### config.mk
export PLATFORM = sky130hd
export DESIGN_NAME = gtech_cell_bist_flat
export DESIGN_NICKNAME = d
export VERILOG_FILES = /design/src/rtl/gtech_bist_pkg.sv /design/src/rtl/gtech_cell_bist_if.sv /design/src/rtl/gtech_bist_vecgen.sv /design/src/rtl/gtech_cell_bist.sv /design/src/flat_wrapper.sv
export SDC_FILE = /design/constraint.sdc
export NUM_CORES = 1
export LEC_CHECK = 0
export ABC_AREA = 1
export CAP_MARGIN = 40
export CORE_MARGIN = 2
export CORE_UTILIZATION = 45
export CTS_CLUSTER_DIAMETER = 150
export DETAILED_ROUTE_END_ITERATION = 10
export GPL_ROUTABILITY_DRIVEN = 0
export PLACE_DENSITY = 0.69
export RECOVER_POWER = 50
export SYNTH_ARGS = -nofsm -noshare
export SYNTH_HDL_FRONTEND = slang
export SYNTH_HIERARCHICAL = 1
export SYNTH_SLANG_ARGS = --single-unit
### constraint.sdc
create_clock -name CP -period 2.45 [get_ports CP]
set_input_delay 0.3675 -clock CP [delete_from_list [all_inputs] [get_ports CP]]
set_output_delay 0.3675 -clock CP [all_outputs]
set_load 0.01 [all_outputs]
### src/rtl/gtech_bist_pkg.sv
// Shared types and constants for the 3-input cell BIST: FSM states, vector
// count and result widths.
package gtech_bist_pkg;

  localparam int NUM_VEC = 8;
  localparam int IDX_W   = 3;
  localparam int ERR_W   = 4;

  typedef enum logic [1:0] {
    IDLE   = 2'd0,
    DRIVE  = 2'd1,
    SAMPLE = 2'd2,
    FIN    = 2'd3
  } state_e;

  // Mismatch counter increment that sticks at NUM_VEC instead of wrapping.
  function automatic logic [ERR_W-1:0] err_inc(input logic [ERR_W-1:0] v);
    return (v >= ERR_W'(NUM_VEC)) ? v : v + ERR_W'(1);
  endfunction

endpackage

### src/rtl/gtech_cell_bist_if.sv
// Bundle between the BIST controller and its environment: run control,
// expected truth table, stimulus/response of the cell and the run results.
interface gtech_cell_bist_if;
  import gtech_bist_pkg::*;

  logic                 START;
  logic [NUM_VEC-1:0]   EXP_TT;
  logic                 Z_DUT;
  logic                 A;
  logic                 B;
  logic                 C;
  logic                 BUSY;
  logic                 DONE;
  logic                 PASS;
  logic [ERR_W-1:0]     ERR_CNT;
  logic [IDX_W-1:0]     FAIL_IDX;

  modport master (
    output START, EXP_TT, Z_DUT,
    input  A, B, C, BUSY, DONE, PASS, ERR_CNT, FAIL_IDX
  );

  modport slave (
    input  START, EXP_TT, Z_DUT,
    output A, B, C, BUSY, DONE, PASS, ERR_CNT, FAIL_IDX
  );

endinterface

### src/rtl/gtech_bist_vecgen.sv
// Vector index and settle counter for the cell BIST; flags the last settle
// cycle of a vector and the last vector of a run.
module gtech_bist_vecgen
  import gtech_bist_pkg::*;
#(
  parameter int unsigned SETTLE = 2
) (
  input  logic             CP,
  input  logic             CD,
  input  logic             load_i,
  input  logic             adv_i,
  input  logic             tick_i,
  output logic [IDX_W-1:0] idx_o,
  output logic [IDX_W-1:0] idx_nxt_o,
  output logic             last_settle_o,
  output logic             last_vec_o
);

  localparam logic [3:0] SETTLE_LAST = (SETTLE == 0) ? 4'd0 : 4'(SETTLE - 1);

  logic [IDX_W-1:0] idx_q, idx_d;
  logic [3:0]       cnt_q, cnt_d;

  always_comb begin
    idx_d = idx_q;
    if (load_i)     idx_d = '0;
    else if (adv_i) idx_d = idx_q + IDX_W'(1);
  end

  // The settle counter restarts whenever the FSM is not holding in DRIVE.
  assign cnt_d = (tick_i && !last_settle_o) ? cnt_q + 4'd1 : 4'd0;

  always_ff @(posedge CP or negedge CD) begin
    if (!CD) begin
      idx_q <= '0;
      cnt_q <= '0;
    end else begin
      idx_q <= idx_d;
      cnt_q <= cnt_d;
    end
  end

  assign idx_o         = idx_q;
  assign idx_nxt_o     = idx_d;
  assign last_settle_o = (SETTLE == 0) || (cnt_q == SETTLE_LAST);
  assign last_vec_o    = (idx_q == IDX_W'(NUM_VEC - 1));

endmodule

### src/rtl/gtech_cell_bist.sv
// Exhaustive BIST for a 3-input cell: applies all 8 input vectors, compares
// the response against a latched truth table and reports count/first failure.
module gtech_cell_bist
  import gtech_bist_pkg::*;
#(
  parameter int unsigned SETTLE = 2
) (
  input  logic              CP,
  input  logic              CD,
  gtech_cell_bist_if.slave  bus
);

  // With no settle time a vector goes straight to its compare cycle.
  localparam state_e FIRST = (SETTLE == 0) ? SAMPLE : DRIVE;

  state_e               state_q, state_d;
  logic [NUM_VEC-1:0]   exp_q, exp_d;
  logic [ERR_W-1:0]     err_q, err_d;
  logic [IDX_W-1:0]     fidx_q, fidx_d;
  logic                 pass_q, pass_d;
  logic                 busy_q, busy_d;
  logic                 done_q, done_d;
  logic [2:0]           abc_q, abc_d;

  logic                 load, adv, tick, mismatch;
  logic                 last_settle, last_vec;
  logic [IDX_W-1:0]     idx, idx_nxt;

  gtech_bist_vecgen #(.SETTLE(SETTLE)) u_vecgen (
    .CP            (CP),
    .CD            (CD),
    .load_i        (load),
    .adv_i         (adv),
    .tick_i        (tick),
    .idx_o         (idx),
    .idx_nxt_o     (idx_nxt),
    .last_settle_o (last_settle),
    .last_vec_o    (last_vec)
  );

  always_comb begin
    state_d  = state_q;
    exp_d    = exp_q;
    err_d    = err_q;
    fidx_d   = fidx_q;
    pass_d   = pass_q;
    load     = 1'b0;
    adv      = 1'b0;
    tick     = 1'b0;
    mismatch = 1'b0;

    unique case (state_q)
      IDLE, FIN: begin
        if (bus.START) begin
          load    = 1'b1;
          exp_d   = bus.EXP_TT;
          err_d   = '0;
          fidx_d  = '0;
          pass_d  = 1'b0;
          state_d = FIRST;
        end
      end
      DRIVE: begin
        tick = 1'b1;
        if (last_settle) state_d = SAMPLE;
      end
      SAMPLE: begin
        mismatch = (bus.Z_DUT != exp_q[idx]);
        if (mismatch) begin
          err_d = err_inc(err_q);
          if (err_q == '0) fidx_d = idx;
        end
        if (last_vec) begin
          state_d = FIN;
          pass_d  = (err_d == '0);
        end else begin
          adv     = 1'b1;
          state_d = FIRST;
        end
      end
      default: state_d = IDLE;
    endcase

    // Outputs are registered from the next state so they align with it.
    busy_d = (state_d == DRIVE) || (state_d == SAMPLE);
    done_d = (state_d == FIN);
    abc_d  = busy_d ? idx_nxt : 3'b000;
  end

  always_ff @(posedge CP or negedge CD) begin
    if (!CD) begin
      state_q <= IDLE;
      exp_q   <= '0;
      err_q   <= '0;
      fidx_q  <= '0;
      pass_q  <= 1'b0;
      busy_q  <= 1'b0;
      done_q  <= 1'b0;
      abc_q   <= 3'b000;
    end else begin
      state_q <= state_d;
      exp_q   <= exp_d;
      err_q   <= err_d;
      fidx_q  <= fidx_d;
      pass_q  <= pass_d;
      busy_q  <= busy_d;
      done_q  <= done_d;
      abc_q   <= abc_d;
    end
  end

  assign bus.A        = abc_q[2];
  assign bus.B        = abc_q[1];
  assign bus.C        = abc_q[0];
  assign bus.BUSY     = busy_q;
  assign bus.DONE     = done_q;
  assign bus.PASS     = pass_q;
  assign bus.ERR_CNT  = err_q;
  assign bus.FAIL_IDX = fidx_q;

endmodule
### src/flat_wrapper.sv
// flat-port wrapper written by rule: the top's interface ports become plain ports
module gtech_cell_bist_flat import gtech_bist_pkg::*;
#(
  parameter int unsigned SETTLE = 2
)
  (CP, CD, bus_START, bus_EXP_TT, bus_Z_DUT, bus_A, bus_B, bus_C, bus_BUSY, bus_DONE, bus_PASS, bus_ERR_CNT, bus_FAIL_IDX);
  gtech_cell_bist_if bus_i ();
  input  logic CP;
  input  logic CD;
  input wire logic [$bits(bus_i.START)-1:0] bus_START;
  input wire logic [$bits(bus_i.EXP_TT)-1:0] bus_EXP_TT;
  input wire logic [$bits(bus_i.Z_DUT)-1:0] bus_Z_DUT;
  output wire logic [$bits(bus_i.A)-1:0] bus_A;
  output wire logic [$bits(bus_i.B)-1:0] bus_B;
  output wire logic [$bits(bus_i.C)-1:0] bus_C;
  output wire logic [$bits(bus_i.BUSY)-1:0] bus_BUSY;
  output wire logic [$bits(bus_i.DONE)-1:0] bus_DONE;
  output wire logic [$bits(bus_i.PASS)-1:0] bus_PASS;
  output wire logic [$bits(bus_i.ERR_CNT)-1:0] bus_ERR_CNT;
  output wire logic [$bits(bus_i.FAIL_IDX)-1:0] bus_FAIL_IDX;
  assign bus_i.START = bus_START;
  assign bus_i.EXP_TT = bus_EXP_TT;
  assign bus_i.Z_DUT = bus_Z_DUT;
  assign bus_A = bus_i.A;
  assign bus_B = bus_i.B;
  assign bus_C = bus_i.C;
  assign bus_BUSY = bus_i.BUSY;
  assign bus_DONE = bus_i.DONE;
  assign bus_PASS = bus_i.PASS;
  assign bus_ERR_CNT = bus_i.ERR_CNT;
  assign bus_FAIL_IDX = bus_i.FAIL_IDX;
  gtech_cell_bist #(.SETTLE(SETTLE)) u_core (.CP(CP), .CD(CD), .bus(bus_i));
endmodule
After elaboration in Yosys (flattened, before gate mapping) --
Cells that the tools add are included.
Storage, ports and cells: register bits after elaboration 30, input port bits 12, word-level logic and storage cells 67
Cells by class: $add $sub $neg 3, magnitude comparators 2, equal/unequal tests 13, muxes and demuxes 27, reductions and logical operators 12
Operators with widths (count):
- 4-bit two-way mux | 5
- 3-bit two-way mux | 6
- 4-bit by 1-bit adder with 4-bit output (second input constant) | 2
- 2-bit == test (second input constant) | 4
- 4-bit zero test | 2
- 1-bit two-way mux | 8
- 4-bit case mux with 2 select lines | 1
- 2-bit two-way mux | 3
- 2-bit by 1-bit != test with 1-bit output (second input constant) | 3
- 2-bit case mux with 3 select lines | 1
- 3-bit case mux with 2 select lines | 1
- 2-bit by 1-bit == test with 1-bit output (second input constant) | 2
- 4-bit by 1-bit == test with 1-bit output (second input constant) | 1
- 4-bit >= comparator (second input constant) | 1
- 3-bit by 4-bit < comparator with 1-bit output (second input constant) | 1
- 2-bit AND reduction | 2
- 4-bit AND reduction | 1
- 3-bit by 1-bit adder with 3-bit output (second input constant) | 1
- 1-bit binary-select mux with 3-bit select | 1
- 3-bit == test (second input constant) | 1
- 3-bit AND reduction | 1
- 2-bit zero test | 1
- 2-bit != test (second input constant) | 1
- 1-bit case mux with 2 select lines | 1
- 6 further kinds | 6

Depth between registers and ports, before layout --
depth in word-level cells 8, depth in mapped cells 11

Cells and area by module --
The synthesis kept the hierarchy.
Modules (own cells, without submodules):
- gtech_cell_bist | instances 1, cells an instance 152, area each 1233.7 um^2
- gtech_bist_vecgen | instances 1, cells an instance 35, area each 339.1 um^2

Worst setup path before layout --
OpenSTA, ideal clock, no wires.
path kind register to register, start register u_core.state_q[0], end register u_core.abc_q[0], arrival 1.579 ns, setup slack 0.758 ns, cell stages (with the launch flop) 10, buffers on the path 0, path through dfrtp_1 inv_1 ha_1 nand2_1 o21ai_2 o32ai_1 inv_1 ha_1 nand2_1 inv_1
On the way: word-level cells in the longest chain between the ends 6
RTL lines:
- from (decl) | line gtech_cell_bist.sv:16 | state_e state_q, state_d;
- from (signal assigned) | line gtech_cell_bist.sv:101 | state_q <= state_d;
- 2-bit == test / 2-bit zero test (equally long branches) | line gtech_cell_bist.sv:52 | unique case (state_q)
- 2-bit OR reduction | line gtech_cell_bist.sv:52
- 2-bit case mux with 3 select lines (*) | line gtech_cell_bist.sv:52
- named net u_core.state_d[0] | line gtech_cell_bist.sv:16
- 2-bit by 1-bit == test with 1-bit output / 2-bit == test (equally long branches) | line gtech_cell_bist.sv:85 | busy_d = (state_d == DRIVE) || (state_d == SAMPLE);
- 1-bit logical OR (*) | line gtech_cell_bist.sv:85
- named net u_core.busy_d | line gtech_cell_bist.sv:21 | logic busy_q, busy_d;
- 3-bit two-way mux (*) | line gtech_cell_bist.sv:87 | abc_d = busy_d ? idx_nxt : 3'b000;
- named net u_core.abc_d[0] | line gtech_cell_bist.sv:23 | logic [2:0] abc_q, abc_d;
- to (signal assigned) | line gtech_cell_bist.sv:99 | abc_q <= 3'b000;
- to (signal assigned) | line gtech_cell_bist.sv:108 | abc_q <= abc_d;
- to (decl) | line gtech_cell_bist.sv:23
Mark *: on every way through the listed nets, which the timed path passes. The rest lies on a longest branch. A chain may end at the register's enable or synchronous reset.

Worst setup path in the final report --
start register u_core.state_q[0], end register u_core.abc_q[2]
Same word-level chain as after synthesis.

==> impl_metrics.ini <==
[synth]
synth.distinct_cells = 24
ys_seq_elements = 30
ys_seq_area_share_pct = 47.73
syn_area_um2 = 1573
synth_area_per_cell_um2 = 8.410
synth_cells = 187
syn-num-nets = 208
ys_warn_count = 6

[die]
die_w_um = 63.12
initial_core_util_pct = 47.13
io_pins = 25
coreArea_um2 = 3337
rows = 21
fp.dieH_um = 63.12
die-area_um2 = 3984

[global_routing]
grt_max_degree = 31
antenna_found_initial = 0
grt_pass1_wl_um = 5720
grt_util_all_layers_pct = 18.39
grt_pass1_vias = 1306
grt_overflow = 0

[critical_path]
cp-start-kind = flop
critPathMaxStageDelay_ns = 0.41
crit_path_frequent_cell = inv_1
path_buf_inv = 4
cp-end-kind = flop
path_class = flop to flop
crit_family = adder cells
crit_path_top_delay_cell = dfrtp_1
required_ns = 2.67
crit_arrival_ns = 2.18
crit_chain = inv_1, ha_1, inv_1, o21ai_2, o32ai_1, inv_1, ha_1, nand2_1, inv_1
worstPathMaxFanout = 9

[power_and_ir_drop]
ir_drop_mv = 0.4598
power_leakage_nw = 0.9199
p_per_area_nw_per_um2 = 1006
clockPowerShare_pct = 15.6
p_sw_uw = 814.4
p_total_mw = 1.928
netSwitchingFraction_pct = 42.25
internal-power_mw = 1.113
combinationalPowerShare_pct = 46.3
power_frac_seq_pct = 38.1

[drt]
vias_per_cell = 4.845
num_vias = 1279
drc_errors = 0
ant_nets = 0
wl_per_cell_um = 11.68
drtIter0Drc = 54
first_pass_iters = 4
wl_um = 3083

[sta]
fin_setup_tns_ns = 0
setup_viol = 0
max_slew_margin_pct = -3.036
final-hold-violation-count = 0
fmax_mhz = 510.2
slew_violations = 31
tightest_slew_ns = 1.546
rsz0062_at_grt = no
period_needed_ns = 1.960
hold_ws_ns = 0.4898
finClkSkew_ns = 0.006562
period_share_pct = 80.00

[clock_network]
numCtsBuffers = 5
cts_setup_buffers = 0
cts_tree = built
clk-insertion-delay-late_ns = 0.32
cts_resized = 0
cts_htree_levels = 2
clockBufferDepth = 2
cts.clk_slew.worst_paths_ns = 0.09
ctsRootBufferMaster = clkbuf_4
cts_num_sinks = 30
cts_hold_repair.buffers = 0

[hold_path]
hold_path.class = flop to flop

[finish]
multi_input_area_um2 = 684.4
regArea_um2 = 750.7
layout_commonest_cell = nand2_1
syn_to_final_growth_pct = 21.88
fillerInstances = 317
n_antenna_cell = 0
drive_above_1_share_pct = 10.55
layout_common_cells = nand2_1, dfrtp_1, inv_1
nNetsFinal = 238

[run_status]
failed_checks = max-capacitance violations, max-slew violations
status = complete, but fails checks

[placed_design]
port_buffers = 24
hpwlAfterDp_um = 2342

[flow_run]
cap_violations = 1
-- Yosys cell counts --
master / n / area share [%]
buf_2: 2 / 0.64
nand3_2: 7 / 4.5
inv_1: 25 / 6.0
inv_2: 3 / 0.72
o21ai_0: 5 / 1.6
nor2_1: 14 / 3.3
nand3_4: 1 / 1.1
nand4_1: 1 / 0.40
clkinv_1: 4 / 0.95
a21oi_1: 2 / 0.64
xnor2_1: 3 / 1.7
dfrtp_1: 30 / 48
nor2_2: 1 / 0.40
nand2_2: 5 / 2.0
ha_1: 9 / 7.2
xor2_1: 1 / 0.56
nor3_1: 2 / 0.64
nand3_1: 12 / 3.8
o21ai_2: 1 / 0.56
a22oi_1: 1 / 0.48
o21ai_1: 11 / 3.5
nand2_1: 45 / 11
o22ai_1: 1 / 0.40
o32ai_1: 1 / 0.56
-- final cells by class --
class                      instances  share of cell area (%)
tap                               46                   3.003
clock inverter                     1                  0.2611
multi-input combinational        123                   35.70
inverter                          32                   6.266
timing repair buffer              25                   12.73
sequential                        30                   39.16
clock buffer                       7                   2.872
-- kinds of logic (layout without fill, tap and decap cells) --
family / after synthesis / after routing / share of synthesized area, %
adder cells (fa/ha/maj): 9 / 9 / 7.160
AO/OA/AOI/OAI: 22 / 22 / 7.717
flip-flops: 30 / 30 / 47.73
XOR/XNOR: 4 / 4 / 2.228
AND/OR/NAND/NOR: 88 / 88 / 26.89
buffers and inverters: 34 / 65 / 8.273
-- power by group through the flow --
stage / Clock, mW / Combinational (mW) / Sequential, mW
floorplan: 0 / 0.650 / 0.738
global placement: 0 / 0.869 / 0.737
detailed placement: 0 / 0.903 / 0.744
CTS: 0.318 / 0.908 / 0.735
global route: 0.341 / 1.03 / 0.754
finish: 0.301 / 0.893 / 0.734
-- sequential cells by signal (all words and copies together) (netlist names) --
register / flops
u_core/exp_q: 8
u_core/bus.ERR_CNT: 4
u_core/u_vecgen/cnt_q: 4
u_core/abc_q: 3
u_core/bus.FAIL_IDX: 3
u_core/u_vecgen/idx_o: 3
u_core/state_q: 2
u_core/bus.BUSY: 1
u_core/bus.DONE: 1
u_core/bus.PASS: 1
-- worst reg2reg max path: stages (launching register included) --
cell and delay (ns):
dfrtp_1 0.41, inv_1 0.07, ha_1 0.32, inv_1 0.15, o21ai_2 0.29, o32ai_1 0.13
inv_1 0.09, ha_1 0.27, nand2_1 0.10, inv_1 0.04
-- layer usage --
metal | vias to the layer above | global-route usage, % | routed length, um | part of all wire (%)
li1 | 652 | - | - | -
met1 | 586 | 23.09 | 1386 | 45
met2 | 37 | 30.19 | 1479 | 48
met3 | 4 | 5.179 | 175 | 5.7
met4 | 0 | 6.667 | 42 | 1.4
met5 | - | 0 | 0 | 0
-- through the flow --
step,setup WS (ns),instances,instance area (um^2),utilization (%)
after floorplan,0.7583,187,1573,-
after global placement,0.6227,256,1868,55.98
after detailed placement,0.5413,256,1868,55.98
after CTS,0.5242,264,1928,57.78
after global routing,0.2424,264,1917,57.44
final,0.4899,264,1917,57.44
-- path summary, 6_finish.rpt --
path,startpoint,endpoint,slack (ns),cells after the start
worst max-delay path,u_core/state_q[0],u_core/abc_q[2],0.49,9
worst min-delay path,u_core/bus.PASS,u_core/bus.PASS,0.49,2
worst max register to register,u_core/state_q[0],u_core/abc_q[2],0.49,9
worst min register to register,u_core/bus.PASS,u_core/bus.PASS,0.49,2
max in group asynchronous,CD,u_core/abc_q[2],0.60,2
min in group asynchronous,CD,u_core/bus.ERR_CNT[0],0.94,2
Note: power is estimated with default switching activity, not from simulation.
